<file path="src/rtl/id_ex_stage.sv">
// RV32I decode stage and ID/EX pipeline register with load-use stall and flush bubble.
// Optional WB_BYPASS_EN forwards the same-cycle write-back result into the captured operands.
module id_ex_stage #(
  parameter int          XLEN      = 32,
  parameter logic [31:0] NOP_INSTR = 32'h0000_0013
) (
  input  logic            clk,
  input  logic            rst,
  input  logic [31:0]     InstrD,
  input  logic [XLEN-1:0] PCD,
  input  logic [XLEN-1:0] PCPlus4D,
  input  logic            validD,
  output logic [4:0]      A1,
  output logic [4:0]      A2,
  input  logic [XLEN-1:0] RD1,
  input  logic [XLEN-1:0] RD2,
  input  logic            RegWriteW,
  input  logic [4:0]      RdW,
  input  logic [XLEN-1:0] ResultW,
  input  logic            FlushE,
  output logic            StallF,
  output logic            StallD,
  output logic [XLEN-1:0] RD1E,
  output logic [XLEN-1:0] RD2E,
  output logic [XLEN-1:0] ImmExtE,
  output logic [XLEN-1:0] PCE,
  output logic [XLEN-1:0] PCPlus4E,
  output logic [31:0]     InstrE,
  output logic [4:0]      Rs1E,
  output logic [4:0]      Rs2E,
  output logic [4:0]      RdE,
  output logic            RegWriteE,
  output logic            MemWriteE,
  output logic            IsLoadE,
  output logic            IllegalE,
  output logic            validE
);

  localparam logic [6:0] OP_LOAD   = 7'b0000011;
  localparam logic [6:0] OP_ALUI   = 7'b0010011;
  localparam logic [6:0] OP_JALR   = 7'b1100111;
  localparam logic [6:0] OP_STORE  = 7'b0100011;
  localparam logic [6:0] OP_BRANCH = 7'b1100011;
  localparam logic [6:0] OP_LUI    = 7'b0110111;
  localparam logic [6:0] OP_AUIPC  = 7'b0010111;
  localparam logic [6:0] OP_JAL    = 7'b1101111;
  localparam logic [6:0] OP_ALU    = 7'b0110011;

  typedef struct packed {
    logic            valid;
    logic            reg_write;
    logic            mem_write;
    logic            is_load;
    logic            illegal;
    logic [4:0]      rs1;
    logic [4:0]      rs2;
    logic [4:0]      rd;
    logic [31:0]     instr;
    logic [XLEN-1:0] imm;
    logic [XLEN-1:0] rd1;
    logic [XLEN-1:0] rd2;
    logic [XLEN-1:0] pc;
    logic [XLEN-1:0] pc_plus4;
  } ex_t;

  // Reset and bubble share one encoding: an invisible addi x0,x0,0.
  localparam ex_t BUBBLE = '{valid: 1'b0, reg_write: 1'b0, mem_write: 1'b0,
                             is_load: 1'b0, illegal: 1'b0, rs1: 5'd0, rs2: 5'd0,
                             rd: 5'd0, instr: NOP_INSTR, imm: '0, rd1: '0,
                             rd2: '0, pc: '0, pc_plus4: '0};

  ex_t             e_d, e_q;
  logic [XLEN-1:0] imm_d;
  logic            writes_rd, mem_write_d, is_load_d, illegal_d;
  logic [XLEN-1:0] rd1_d, rd2_d;
  logic            hz;

  assign A1 = InstrD[19:15];
  assign A2 = InstrD[24:20];

  always_comb begin
    // NOTE: every output of this block gets a default first so no path can infer a latch.
    imm_d       = '0;
    writes_rd   = 1'b0;
    mem_write_d = 1'b0;
    is_load_d   = 1'b0;
    illegal_d   = 1'b0;
    case (InstrD[6:0])
      OP_LOAD: begin
        imm_d     = {{20{InstrD[31]}}, InstrD[31:20]};
        writes_rd = 1'b1;
        is_load_d = 1'b1;
      end
      OP_ALUI, OP_JALR: begin
        imm_d     = {{20{InstrD[31]}}, InstrD[31:20]};
        writes_rd = 1'b1;
      end
      OP_STORE: begin
        imm_d       = {{20{InstrD[31]}}, InstrD[31:25], InstrD[11:7]};
        mem_write_d = 1'b1;
      end
      OP_BRANCH: imm_d = {{19{InstrD[31]}}, InstrD[31], InstrD[7], InstrD[30:25],
                          InstrD[11:8], 1'b0};
      OP_LUI, OP_AUIPC: begin
        imm_d     = {InstrD[31:12], 12'b0};
        writes_rd = 1'b1;
      end
      OP_JAL: begin
        imm_d     = {{11{InstrD[31]}}, InstrD[31], InstrD[19:12], InstrD[20],
                     InstrD[30:21], 1'b0};
        writes_rd = 1'b1;
      end
      OP_ALU:  writes_rd = 1'b1;
      default: illegal_d = 1'b1;
    endcase
  end

  // The register file writes on the edge but reads combinationally, so a
  // same-cycle write-back is otherwise missed by the operand capture.
  always_comb begin
`ifdef WB_BYPASS_EN
    rd1_d = (RegWriteW && (RdW != 5'd0) && (RdW == A1)) ? ResultW : RD1;
    rd2_d = (RegWriteW && (RdW != 5'd0) && (RdW == A2)) ? ResultW : RD2;
`else
    rd1_d = RD1;
    rd2_d = RD2;
`endif
  end

  // Conservative: compares rs fields even for formats that do not read them.
  assign hz = e_q.valid & e_q.is_load & (e_q.rd != 5'd0) &
              ((e_q.rd == A1) | (e_q.rd == A2)) & validD;

  assign StallF = hz;
  assign StallD = hz;

  always_comb begin
    e_d = BUBBLE;
    if (!FlushE && !hz && validD) begin
      e_d.valid     = 1'b1;
      e_d.reg_write = writes_rd & (InstrD[11:7] != 5'd0);
      e_d.mem_write = mem_write_d;
      e_d.is_load   = is_load_d;
      e_d.illegal   = illegal_d;
      e_d.rs1       = A1;
      e_d.rs2       = A2;
      e_d.rd        = InstrD[11:7];
      e_d.instr     = InstrD;
      e_d.imm       = imm_d;
      e_d.rd1       = rd1_d;
      e_d.rd2       = rd2_d;
      e_d.pc        = PCD;
      e_d.pc_plus4  = PCPlus4D;
    end
  end

  always_ff @(posedge clk) begin
    // NOTE: sequential state uses non-blocking assignments so every flop samples pre-edge values.
    if (!rst) e_q <= BUBBLE;
    else      e_q <= e_d;
  end

  assign validE    = e_q.valid;
  assign RegWriteE = e_q.reg_write;
  assign MemWriteE = e_q.mem_write;
  assign IsLoadE   = e_q.is_load;
  assign IllegalE  = e_q.illegal;
  assign Rs1E      = e_q.rs1;
  assign Rs2E      = e_q.rs2;
  assign RdE       = e_q.rd;
  assign InstrE    = e_q.instr;
  assign ImmExtE   = e_q.imm;
  assign RD1E      = e_q.rd1;
  assign RD2E      = e_q.rd2;
  assign PCE       = e_q.pc;
  assign PCPlus4E  = e_q.pc_plus4;

endmodule

</file>
<file path="config.mk">
export PLATFORM = sky130hd
export DESIGN_NAME = id_ex_stage
export DESIGN_NICKNAME = d
export VERILOG_FILES = /design/src/rtl/id_ex_stage.sv
export SDC_FILE = /design/constraint.sdc
export NUM_CORES = 1
export LEC_CHECK = 0
export ABC_AREA = 1
export BUFFER_PORTS_ARGS = -buffer_cell sky130_fd_sc_hd__clkbuf_2
export CORE_AREA = 2 2 167 169
export CTS_BUF_LIST = sky130_fd_sc_hd__clkbuf_16
export DETAILED_ROUTE_END_ITERATION = 8
export DIE_AREA = 0 0 169 171
export SLEW_MARGIN = 20
export SYNTH_ARGS = -nofsm -noshare
export SYNTH_HDL_FRONTEND = slang
export SYNTH_SLANG_ARGS = --single-unit
export TNS_END_PERCENT = 5
</file>
<file path="constraint.sdc">
create_clock -name clk -period 1.7 [get_ports clk]
set_clock_uncertainty 0.05 [all_clocks]
set_input_delay 0.34 -clock clk [delete_from_list [all_inputs] [get_ports clk]]
set_output_delay 0.34 -clock clk [all_outputs]
set_load 0.1 [all_outputs]
</file>
==> results of run 1 <==
area by class of cell:
class                      instances  area, um2
clock buffer                      17        425
fill                            2830      17200
inverter                         176        669
tap                              346        433
multi-input combinational        348       1550
clock inverter                    15        171
sequential                       197       3970
timing repair buffer             463       2940
repair_timing:
item / 4_1_cts / 5_1_grt
gates resized for setup: 19 / 40
cloned: 2 / 3
pin swaps: 6 / 8
setup buffers: 5 / 4
setup endpoints to repair: 198 / 205
worst register-to-register path: stages (launching register included):
cell and delay [ps]:
sky130_fd_sc_hd__dfxtp_4 380, sky130_fd_sc_hd__inv_2 50, sky130_fd_sc_hd__nand2_1 70, sky130_fd_sc_hd__nand2_2 50, sky130_fd_sc_hd__nor2_2 100, sky130_fd_sc_hd__nand3_1 100
sky130_fd_sc_hd__nand2_2 130, sky130_fd_sc_hd__nand2_4 70, sky130_fd_sc_hd__buf_4 130, sky130_fd_sc_hd__buf_8 130, sky130_fd_sc_hd__nand2_8 110, sky130_fd_sc_hd__buf_12 140
sky130_fd_sc_hd__buf_16 160, sky130_fd_sc_hd__nor2_1 50
power breakdown:
group	total [uW]	internal (uW)	switching, uW
clock network	4140	2220	1930
logic	1750	435	1310
registers	4750	4710	36.1
per-layer routing:
| layer | vias up | GRT usage [%] |
|---|---|---|
| li1 | 3044 | - |
| met1 | 2645 | 16.7 |
| met2 | 239 | 25.4 |
| met3 | 14 | 3.86 |
| met4 | 0 | 4.31 |
| met5 | - | 0 |
final timing paths:
kind	end	from	slack [ps]	depth (start not counted)
hold / removal	PCPlus4E[3]	PCPlus4D[3]	50	3
hold reg to reg	InstrE[4]	IsLoadE	980	7
setup reg to reg	Rs2E[0]	RdE[3]	-150	13
setup / recovery	StallF	RdE[3]	-380	9
stage by stage:
stage	area, um2	hold WS (ps)
6_report	10200	46.4
5_1_grt	10200	18.0
4_1_cts	9940	14.6
3_5_place_dp	9190	491
3_3_place_gp	9190	487
2_1_floorplan	6540	382
cell usage after synthesis (2+ instances only):
| master | instances |
|---|---|
| sky130_fd_sc_hd__nor2_1 | 241 |
| sky130_fd_sc_hd__dfxtp_1 | 197 |
| sky130_fd_sc_hd__inv_1 | 168 |
| sky130_fd_sc_hd__nand2_1 | 46 |
| sky130_fd_sc_hd__buf_4 | 27 |
| sky130_fd_sc_hd__buf_6 | 19 |
| sky130_fd_sc_hd__o211ai_1 | 16 |
| sky130_fd_sc_hd__nand3_1 | 15 |
| sky130_fd_sc_hd__nor2_2 | 12 |
| sky130_fd_sc_hd__inv_2 | 7 |
| sky130_fd_sc_hd__a21oi_1 | 5 |
| sky130_fd_sc_hd__nand2_2 | 3 |
| sky130_fd_sc_hd__nand4_1 | 3 |
| sky130_fd_sc_hd__clkbuf_1 | 2 |
| sky130_fd_sc_hd__xnor2_1 | 2 |
logic make-up after synthesis:
family | synth area share [%]
and+or+nand+nor | 19.8
DFF | 60.6
AOI/OAI and AO/OA | 2.31
xor gates and xnor gates | 0.269
buffers and inverters | 17.0
state kept, by name (all words and copies together) (netlist names):
name       count
ImmExtE       32
PCE           32
PCPlus4E      32
RD1E          32
RD2E          32
InstrE        20
RdE            4
Rs1E           4
Rs2E           4
IllegalE       1
IsLoadE        1
MemWriteE      1
RegWriteE      1
validE         1
==> results.txt, run 1 <==
----------------------------------------------------
[Setup path]
  Library cell contributing the largest single delay on the critical path ... sky130_fd_sc_hd__dfxtp_4
  Data arrival time of the critical path ... 1690 ps
  Slowest stage delay, CP ... 380 ps
  Family with the most delay on the worst path ... simple AND/OR/NAND/NOR gates
  Bufs and invs on worst path ... 3
  Crit end category ... output pin
  Startpoint type of the worst setup path ... register
  Endpoint required time on the critical path ... 1310 ps
  WS Path Type ... reg2out
  Largest fanout of any net on the critical path ... 4
  CP most frequent cell ... sky130_fd_sc_hd__nand2_2
  Ordered cell list for the critical path ... inv_2, nand2_1, nand2_2, nor2_2, nand3_1, nand2_2, nand2_4, clkinvlp_4, buf_12

[Placement]
  Port Buffers ... 387
  Final weighted congestion of routability-driven global placement ... 0.808
  DP Wirelength ... 16,400 um
  Number of placed instances with taps included ... 1,517
  Worst slack after detailed placement ... -211 ps

[Clock network]
  Post-CTS Hold Buffers ... 0
  Number of sinks on the clock net ... 197
  Clock latency of the later-clocked register in the worst-skew pair ... 430 ps
  Number of buffers created by CTS ... 17
  Buffer cell driving the clock tree root ... sky130_fd_sc_hd__clkbuf_16
  H-tree depth reported by CTS ... 4
  Clock edge transition at the registers on the reported setup and hold paths ... 80 ps
  TritonCTS clock tree ... yes
  Number of buffers on the longest clock path ... 2

[Floorplanning]
  Number of placement rows ... 61
  Horiz. Die Dim ... 169 um
  Starting utilization of the core area ... 23.8%
  Core area ... 27,300 um2
  Die extent in y ... 171 um
  Die area ... 28,900 um2
  I/O pin count ... 426

[Synthesis]
  Synth top area cells ... sky130_fd_sc_hd__dfxtp_1 (61%), sky130_fd_sc_hd__nor2_1 (14%), sky130_fd_sc_hd__inv_1 (9.7%), sky130_fd_sc_hd__buf_6 (3.3%), sky130_fd_sc_hd__buf_4 (3.1%)
  Number of different library cells in the post-synthesis netlist ... 22
  Average size of a mapped cell ... 8.45 um2
  Number of storage elements in the synthesis netlist ... 197
  Async SR Flop Fraction ... 0%
  Dominant synthesized flop cell ... sky130_fd_sc_hd__dfxtp_1
  Dominant cell type by area after synthesis ... sky130_fd_sc_hd__dfxtp_1
  Number of instances in the synthesized netlist ... 770
  Part of the Yosys area used for sequential elements ... 60.6%
  Number of synthesized flops with an enable pin ... 0
  Fraction of synthesized cell area taken by the top area cell type ... 60.6%
  Summed instance area of the synthesized netlist ... 6500 um2
  Net count of the mapped netlist ... 972
  Yosys warning count ... 0

[STA]
  Total Negative Setup Slacks ... -12,440 ps
  Final max-slew violation count ... 0
  Transition time at the pin with the least slew margin ... 574 ps
  Slack of the critical path ... -377 ps
  Headroom to the max-slew limit ... 61.9%
  # setup viols final ... 172
  Shortest period the worst path allows ... 2080 ps
  Maximum clock frequency ... 482 MHz
  Setup repair after global routing missed its margin ... yes
  Final-report hold violation count ... 0
  Final period util ... 122%

[Global route]
  Total congestion overflow after global routing ... 0
  Pin count of the biggest net entering global routing ... 34
  Overall fraction of global-route tracks in use ... 14.3%
  Initial antenna violation count ... 0
  Global-route wire length before repair ... 31,100 um
  Via count of the first global-routing pass ... 5,679

[Detailed routing]
  Detailed-route wire length per cell ... 13.7 um
  Remaining routing DRC violations ... 0
  Detail Route met3 WL ... 1420 um
  Detailed-router iteration count before antenna repair ... 5
  Number of vias in the routed layout ... 5,942
  Met2 Routed Length ... 10,900 um
  Wire length on met1 ... 8850 um
  Vias per std cell ... 3.80
  Antenna-violating nets left ... 0
  DRC violation total after the first TritonRoute iteration ... 220
  Total routed wirelength ... 21,400 um
  Top sig layer ... met4

[Cells and area]
  Layout overhead on the synthesized area ... 56.1%
  Diode insertion count for antenna repair ... 0
  Post-Layout Cell Count ... 1,562
  Most used cells in the layout excluding fill and tap cells ... sky130_fd_sc_hd__clkbuf_2 (347), sky130_fd_sc_hd__nor2_1 (235), sky130_fd_sc_hd__dfxtp_1 (190)
  Share of final-layout standard cells stronger than drive strength 1 ... 44.8%
  Most frequent standard cell in the layout excluding fill and tap cells ... sky130_fd_sc_hd__clkbuf_2
  Nets ... 1,405
  Utilization after layout ... 37.2%

[Pwr]
  Max rail drop VDD ... 0.000536 V
  Total power draw ... 10,600 uW
  Power density cells ... 1050 nW/um2
  Leakage ... 0.00570 uW

[Run]
  Maxcap violations ... 0

[Worst hold path]
  Class of the most critical hold timing path ... in2reg

[Run status]
  Status ... finished with violations
  Violations in the final reports ... setup timing

----------------------------------------------------
(Power assumes the default switching activity.)
==> run 2: changes to the inputs <==
CAP_MARGIN = 20   (was default)
RECOVER_POWER = 25   (was default)
==> run 2 against run 1 <==
Net effect:
- the run still ends with setup timing left
- clock power is essentially flat
- design area shrank 1.1%
- non-clock buffer count is the same
==> results.txt, run 2 (synthesized netlist as in run 1, its figures left out) <==
----------------------------------------------------
[STA]
  Setup repair after global routing missed its margin ... yes
  Final max-slew violation count ... 0
  Slack of the critical path ... -378 ps
  Maximum clock frequency ... 481 MHz
  # setup viols final ... 168
  Shortest period the worst path allows ... 2080 ps
  Transition time at the pin with the least slew margin ... 608 ps
  Final-report hold violation count ... 0
  Headroom to the max-slew limit ... 59.6%
  Final period util ... 122%

[Setup path]
  Ordered cell list for the critical path ... inv_2, nand2_1, nand2_2, nor2_2, nand3_1, nand2_2, nand2_4, clkinvlp_4, buf_12
  Bufs and invs on worst path ... 3
  Largest fanout of any net on the critical path ... 4
  Slowest stage delay, CP ... 380 ps
  Family with the most delay on the worst path ... simple AND/OR/NAND/NOR gates
  Data arrival time of the critical path ... 1690 ps
  Crit end category ... output pin
  Library cell contributing the largest single delay on the critical path ... sky130_fd_sc_hd__dfxtp_4
  CP most frequent cell ... sky130_fd_sc_hd__nand2_2
  WS Path Type ... reg2out
  Startpoint type of the worst setup path ... register
  Endpoint required time on the critical path ... 1310 ps

[Cells and area]
  Most frequent standard cell in the layout excluding fill and tap cells ... sky130_fd_sc_hd__clkbuf_2
  Diode insertion count for antenna repair ... 0
  Post-Layout Cell Count ... 1,562
  Layout overhead on the synthesized area ... 54.4%
  Filler Cells Inserted ... 2,844
  Most used cells in the layout excluding fill and tap cells ... sky130_fd_sc_hd__clkbuf_2 (357), sky130_fd_sc_hd__nor2_1 (235), sky130_fd_sc_hd__dfxtp_1 (190)
  Area of combinational cells with multiple inputs ... 1550 um2
  Nets ... 1,405
  Share of final-layout standard cells stronger than drive strength 1 ... 44.8%
  Storage element area ... 3970 um2

[Detailed routing]
  Detailed-route wire length per cell ... 13.7 um
  DRC violation total after the first TritonRoute iteration ... 225
  Vias per std cell ... 3.81
  Detailed-router iteration count before antenna repair ... 4
  Total routed wirelength ... 21,400 um
  Remaining routing DRC violations ... 0
  Antenna-violating nets left ... 0
  Number of vias in the routed layout ... 5,954

[Run status]
  Violations in the final reports ... setup timing
  Status ... finished with violations

[Clock network]
  Clock latency of the later-clocked register in the worst-skew pair ... 430 ps
  Number of buffers on the longest clock path ... 2
  H-tree depth reported by CTS ... 4
  Buffer cell driving the clock tree root ... sky130_fd_sc_hd__clkbuf_16
  Number of sinks on the clock net ... 197
  Clock edge transition at the registers on the reported setup and hold paths ... 80 ps
  TritonCTS clock tree ... yes
  Number of buffers created by CTS ... 17
  Post-CTS Hold Buffers ... 0

[Run]
  Maxcap violations ... 0

[Pwr]
  Clock Power Share ... 39.1%
  Power density cells ... 1060 nW/um2
  Leakage ... 0.00567 uW
  Max rail drop VDD ... 0.000536 V
  Cell-internal power ... 7330 uW
  Fraction of power consumed by sequential logic ... 44.8%
  Combinational power share ... 16.2%
  Switching share of power ... 30.8%
  Total power draw ... 10,600 uW
  Net switching power figure ... 3270 uW

[Global route]
  Overall fraction of global-route tracks in use ... 14.3%
  Total congestion overflow after global routing ... 0
  Initial antenna violation count ... 0
  Via count of the first global-routing pass ... 5,679
  Pin count of the biggest net entering global routing ... 34
  Global-route wire length before repair ... 31,100 um

[Floorplanning]
  Starting utilization of the core area ... 23.8%
  Horiz. Die Dim ... 169 um
  Die area ... 28,900 um2
  Number of placement rows ... 61
  Core area ... 27,300 um2
  I/O pin count ... 426
  Die extent in y ... 171 um

[Worst hold path]
  Class of the most critical hold timing path ... in2reg

[Placement]
  Port Buffers ... 387
  DP Wirelength ... 16,400 um
  Final weighted congestion of routability-driven global placement ... 0.808
  Number of placed instances with taps included ... 1,517

----------------------------------------------------
run 2: worst paths after layout:
path,slack [ps],depth (start not counted),to,startpoint
max,-380,9,StallF,RdE[3]
min,50,3,PCPlus4E[3],PCPlus4D[3]
max reg2reg,-140,13,Rs2E[0],RdE[3]
min reg2reg,980,7,InstrE[4],IsLoadE
run 2: timing repair:
item                                    in CTS  in global routing
endpoints found under the setup margin     198                205
cloned                                       2                  3
pin swaps                                    6                  8
resized for setup                           19                 40
buffers inserted                             5                  4
run 2: through the flow:
step	hold WS [ps]	TNS, ps	util [%]	area [um2]	setup slack [ps]
floorplan	382	-1060	-	6540	-475
global route	18.0	-31320	36.8	10000	-509
global placement	487	-30310	33.6	9190	-226
CTS	14.6	-19040	36.4	9940	-520
finish	45.8	-12240	36.8	10000	-378
detailed placement	491	-28140	33.6	9190	-211
run 2: power by group through the flow:
stage | sequential, uW | combinational [uW] | clock (uW)
5_1_grt | 4760 | 1810 | 4480
4_1_cts | 4750 | 1720 | 4300
3_5_place_dp | 4860 | 1690 | 0
3_3_place_gp | 4850 | 1690 | 0
6_report | 4750 | 1710 | 4140
2_1_floorplan | 5620 | 445 | 0
run 2: area by class of cell:
class                      count  share of cell area (%)
tap                          346                    4.31
sequential                   197                    39.5
inverter                     176                    6.66
clock inverter                15                    1.71
clock buffer                  17                    4.24
multi-input combinational    348                    15.5
timing repair buffer         463                    28.1
run 2: worst min-delay path: stages:
cell and delay, ps:
sky130_fd_sc_hd__clkbuf_2 80, sky130_fd_sc_hd__inv_1 40, sky130_fd_sc_hd__nor2_1 30
run 2: layer usage:
metal / global-route usage, % / vias up / routed length, um
met2: 25.4 / 236 / 10900
met4: 4.31 / 0 / 229
met5: 0 / - / 0
li1: - / 3044 / -
met3: 3.86 / 14 / 1360
met1: 16.7 / 2660 / 8910
